===== config.mk =====
export PLATFORM = sky130hd
export DESIGN_NAME = piso_tx_flat
export DESIGN_NICKNAME = d
export VERILOG_FILES = /design/src/rtl/piso_tx_if.sv /design/src/rtl/piso_tx.sv /design/src/flat_wrapper.sv
export SDC_FILE = /design/constraint.sdc
export NUM_CORES = 1
export LEC_CHECK = 0
export BUFFER_PORTS_ARGS = -buffer_cell sky130_fd_sc_hd__buf_2
export CAP_MARGIN = 15
export CORE_AREA = 5 5 42 44
export DETAILED_ROUTE_END_ITERATION = 12
export DIE_AREA = 0 0 47 49
export PLACE_DENSITY_LB_ADDON = 0.1
export RECOVER_POWER = 50
export SLEW_MARGIN = 20
export SYNTH_ARGS = -nofsm -noshare
export SYNTH_HDL_FRONTEND = slang
export SYNTH_SLANG_ARGS = --single-unit
export TNS_END_PERCENT = 5

===== constraint.sdc =====
create_clock -name clk -period 1.4 [get_ports clk]
set_clock_uncertainty 0.05 [all_clocks]
set_input_delay 0.35 -clock clk [delete_from_list [all_inputs] [get_ports clk]]
set_output_delay 0.35 -clock clk [all_outputs]
set_load 0.01 [all_outputs]

===== src/rtl/piso_tx_if.sv =====
//------------------------------------------------------------------------------
// Module      : piso_tx_if
// Description : Load handshake and serial output bundle for piso_tx.
// Revision    : 1.0 - initial release
//------------------------------------------------------------------------------
`default_nettype none

interface piso_tx_if #(
  parameter int WIDTH = 4
);
  logic             load_valid;
  logic             load_ready;
  logic [WIDTH-1:0] d;
  logic             so;
  logic             so_valid;
  logic             done;

  modport master (
    output load_valid,
    output d,
    input  load_ready,
    input  so,
    input  so_valid,
    input  done
  );

  modport slave (
    input  load_valid,
    input  d,
    output load_ready,
    output so,
    output so_valid,
    output done
  );
endinterface

`default_nettype wire


===== src/rtl/piso_tx.sv =====
//------------------------------------------------------------------------------
// Module      : piso_tx
// Description : Parallel-in serial-out transmitter with gapless word streaming.
// Revision    : 1.0 - initial release
//------------------------------------------------------------------------------
`default_nettype none

module piso_tx #(
  parameter int WIDTH     = 4,
  parameter bit LSB_FIRST = 1'b0
) (
  input  wire           clk,
  input  wire           rst,
  piso_tx_if.slave      bus
);

  localparam int CW = $clog2(WIDTH);

  typedef enum logic [0:0] {
    ST_IDLE  = 1'b0,
    ST_SHIFT = 1'b1
  } state_t;

  state_t           state_q, state_d;
  logic [WIDTH-1:0] shreg_q, shreg_d;
  logic [CW-1:0]    cnt_q, cnt_d;

  logic             w_head;
  logic [WIDTH-1:0] w_shifted;
  logic             w_ready;
  logic             w_accept;

  generate
    if (LSB_FIRST) begin : g_lsb_first
      assign w_head    = shreg_q[0];
      assign w_shifted = {1'b0, shreg_q[WIDTH-1:1]};
    end else begin : g_msb_first
      assign w_head    = shreg_q[WIDTH-1];
      assign w_shifted = {shreg_q[WIDTH-2:0], 1'b0};
    end
  endgenerate

  // Ready depends only on state and counter, never on load_valid.
  assign w_ready  = (state_q == ST_IDLE) || (cnt_q == '0);
  assign w_accept = bus.load_valid && w_ready;

  always_comb begin
    state_d = state_q;
    shreg_d = shreg_q;
    cnt_d   = cnt_q;
    case (state_q)
      ST_IDLE: begin
        if (w_accept) begin
          shreg_d = bus.d;
          cnt_d   = CW'(WIDTH - 1);
          state_d = ST_SHIFT;
        end
      end
      ST_SHIFT: begin
        shreg_d = w_shifted;
        if (cnt_q != '0) begin
          cnt_d = cnt_q - CW'(1);
        end else if (w_accept) begin
          shreg_d = bus.d;
          cnt_d   = CW'(WIDTH - 1);
        end else begin
          state_d = ST_IDLE;
        end
      end
      default: begin
        state_d = ST_IDLE;
      end
    endcase
  end

  always_ff @(posedge clk) begin
    if (rst) begin
      state_q <= ST_IDLE;
      shreg_q <= '0;
      cnt_q   <= '0;
    end else begin
      state_q <= state_d;
      shreg_q <= shreg_d;
      cnt_q   <= cnt_d;
    end
  end

  assign bus.load_ready = w_ready;
  assign bus.so         = (state_q == ST_SHIFT) ? w_head : 1'b0;
  assign bus.so_valid   = (state_q == ST_SHIFT);
  assign bus.done       = (state_q == ST_SHIFT) && (cnt_q == '0);

endmodule

`default_nettype wire


===== src/flat_wrapper.sv =====
// flat-port wrapper written by rule: the top's interface ports become plain ports
module piso_tx_flat 
#(
  parameter int WIDTH     = 4,
  parameter bit LSB_FIRST = 1'b0
)
  (clk, rst, bus_load_valid, bus_d, bus_load_ready, bus_so, bus_so_valid, bus_done);
  piso_tx_if #(.WIDTH(WIDTH)) bus_i ();
  input  wire clk;
  input  wire rst;
  input wire logic [$bits(bus_i.load_valid)-1:0] bus_load_valid;
  input wire logic [$bits(bus_i.d)-1:0] bus_d;
  output wire logic [$bits(bus_i.load_ready)-1:0] bus_load_ready;
  output wire logic [$bits(bus_i.so)-1:0] bus_so;
  output wire logic [$bits(bus_i.so_valid)-1:0] bus_so_valid;
  output wire logic [$bits(bus_i.done)-1:0] bus_done;
  assign bus_i.load_valid = bus_load_valid;
  assign bus_i.d = bus_d;
  assign bus_load_ready = bus_i.load_ready;
  assign bus_so = bus_i.so;
  assign bus_so_valid = bus_i.so_valid;
  assign bus_done = bus_i.done;
  piso_tx #(.WIDTH(WIDTH), .LSB_FIRST(LSB_FIRST)) u_core (.clk(clk), .rst(rst), .bus(bus_i));
endmodule

==> run metrics <==
status finished, violations left; failing checks setup timing; RSZ-0062 raised after global routing yes; Crit. End Element output port; initial antenna violation count 0; Worst setup SP type register; area grow syn2layout 38.1%; fin crit period 1.43 ns; Synthesis Warnings 0; Period Utilization, post-route 102%; post-synthesis instance area 332 sq um; Flop pwr share 46.7%; Via-to-Cell Ratio 4.78; crit path DAT 1.03 ns; nets@finish 56; Worst-Margin Slew 0.332 ns; CP max stage delay 0.36 ns; setup violators final 1; mux contribution to synthesized area 0%; Peak Freq 699 MHz; CP cell instances o21a_1 -> inv_1 -> buf_2; top post-synthesis cells by area dfxtp_1, a221o_1, a211oi_1; Post-Synth XOR/XNOR Area 2.64%; Filler Cell Count 165; worst min-delay path class in2reg; overall routed net length 786 um; post-route ant nets 0; die width 47 um; Crit Path Class reg2out; via count 306; Initial DRC Count 9; clock root cell clkbuf_4; average cell area after synthesis 9.75 sq um; final worst slack -0.0307 ns; Clock Latency Late Sink 0.25 ns; layout cells sized above 1 52.1%; PD cells 1090 nW/um^2; worst-path maximum fanout 5; Yosys top cell by area dfxtp_1; Gate Count Post-Synth 34; routability cong. 0.677; power share of the clock group 37.2%; maximum root-to-sink buffer count 2; first-pass GRT wire length 1320 um; Overflow after GRT 0; P_leak 0.194 nW; Total Routing Usage GR 7.97%; DRC viols 0; simple-gate share of the synthesized area 24.9%; Port Buffer Count 10; family with the most delay on the worst path flip-flops; P_int 0.368 mW; largest net degree at the start of global routing 11; Inserted Diodes 0; switching share of power 26.2%; EDFF count, synth 0; Synth Area in Adders 0%; CP bufs+invs 2; Commonest cells post-synth dfxtp_1, nor2_1, a211oi_1, a221o_1, and2_2; Initial Util 23.7%; synth unique cells 16; NetSw 0.131 mW; compound-gate portion of the synthesized area 23.4%; largest family of logic cells by synthesized area simple AND/OR/NAND/NOR gates; Die Ht 49 um; Total Power 0.499 mW; FP Rows 14; Max Cap Viol 0; Clock transition at path regs 0.06 ns; Final Util 32.7%; CP max-delay cell dfxtp_4; clock sink total 7; top-area cell type share of the netlist area 42.3%; CTS tree built; Seq/Total Area, Yosys 42.3%; most frequent cell after synthesis dfxtp_1; Max Slew Vio Count 0; combinational power share 16.1%; setup slack, reg-to-reg 0.08 ns; vias in the first global route 305; WL/cell 12.3 um; Fin. Hold Viols 0; DIE AREA 2300 sq um; core area 1400 sq um; H-tree levels 1; Peak VDD IR 0.000496 V; # hold bufs at CTS 0; FF+latch count, synth 7; relative slew slack 77.7%; top_reg_cell synth dfxtp_1; worst slack at placement 0.106 ns; 1st-pass router iterations 4; WP data required 1.00 ns; ys async rst share 0%; Mapped Nets 41; CTS buffer count 3; io pins 11; DP HPWL 552 um
-- through the flow --
step / hold slack, ns / setup TNS, ns / area (sq um) / instances
floorplan: 0.372 / 0 / 332 / 34
global placement: 0.411 / 0 / 383 / 58
detailed placement: 0.420 / 0 / 383 / 58
CTS: 0.265 / -0.0158 / 425 / 63
global route: 0.274 / -0.0787 / 458 / 64
finish: 0.275 / -0.0307 / 458 / 64
-- worst paths after layout --
path                            cells after the start                        endpoint                      startpoint
worst max register to register                      5  u_core.shreg_q[1]$_SDFFE_PP0P_      u_core.cnt_q[0]$_SDFF_PP0_
worst min register to register                      1  u_core.shreg_q[2]$_SDFFE_PP0P_  u_core.shreg_q[1]$_SDFFE_PP0P_
worst max-delay path                                3                  bus_load_ready      u_core.cnt_q[0]$_SDFF_PP0_
worst min-delay path                                2  u_core.shreg_q[3]$_SDFFE_PP0P_                        bus_d[3]
-- power by group through the flow --
stage | Combinational (mW) | Clock [mW] | Sequential, mW
after floorplan | 0.0486 | 0 | 0.229
after global placement | 0.0629 | 0 | 0.234
after detailed placement | 0.0645 | 0 | 0.235
after CTS | 0.0689 | 0.193 | 0.232
after global routing | 0.0881 | 0.205 | 0.236
final | 0.0801 | 0.186 | 0.233
-- logic make-up after synthesis --
group           after synthesis
simple gates                 14
compound gates                9
flops                         7
buf+inv                       3
xor+xnor                      1
-- metal layers --
layer	global-route usage (%)	share of wire, %
met5	0	0
met4	5.53	0.76
met3	2.58	5.0
met2	11.5	49
met1	9.49	45
-- layout make-up --
cell class	count	area [sq um]	area share [%]
well taps	16	20.0	4.37
repair buffers	12	71.3	15.6
multi-input cells	24	185	40.4
clock buffers	4	26.3	5.74
flip-flops and latches	7	151	33.1
inverters	1	3.75	0.820
-- flip-flops by register name (all words and copies together), names as in the netlist --
signal / flops
u_core.shreg_q: 4
u_core.cnt_q: 2
u_core.bus.so_valid: 1
-- timing repair --
item / 4_1_cts / 5_1_grt
setup buffers: 1 / 1
pin swaps: 1 / 2
gates cloned: 0 / 0
setup endpoints to repair: 3 / 2
resized for setup: 5 / 6
-- cell usage in the layout, fill, tap and decap left out, types with 2 or more instances in the layout --
cell type,count
buf_2,9
nor2_1,5
dfxtp_1,4
a211oi_1,3
and2_2,3
a221o_1,3
clkbuf_4,3
dfxtp_4,3
buf_4,2
(Power assumes the default switching activity.)
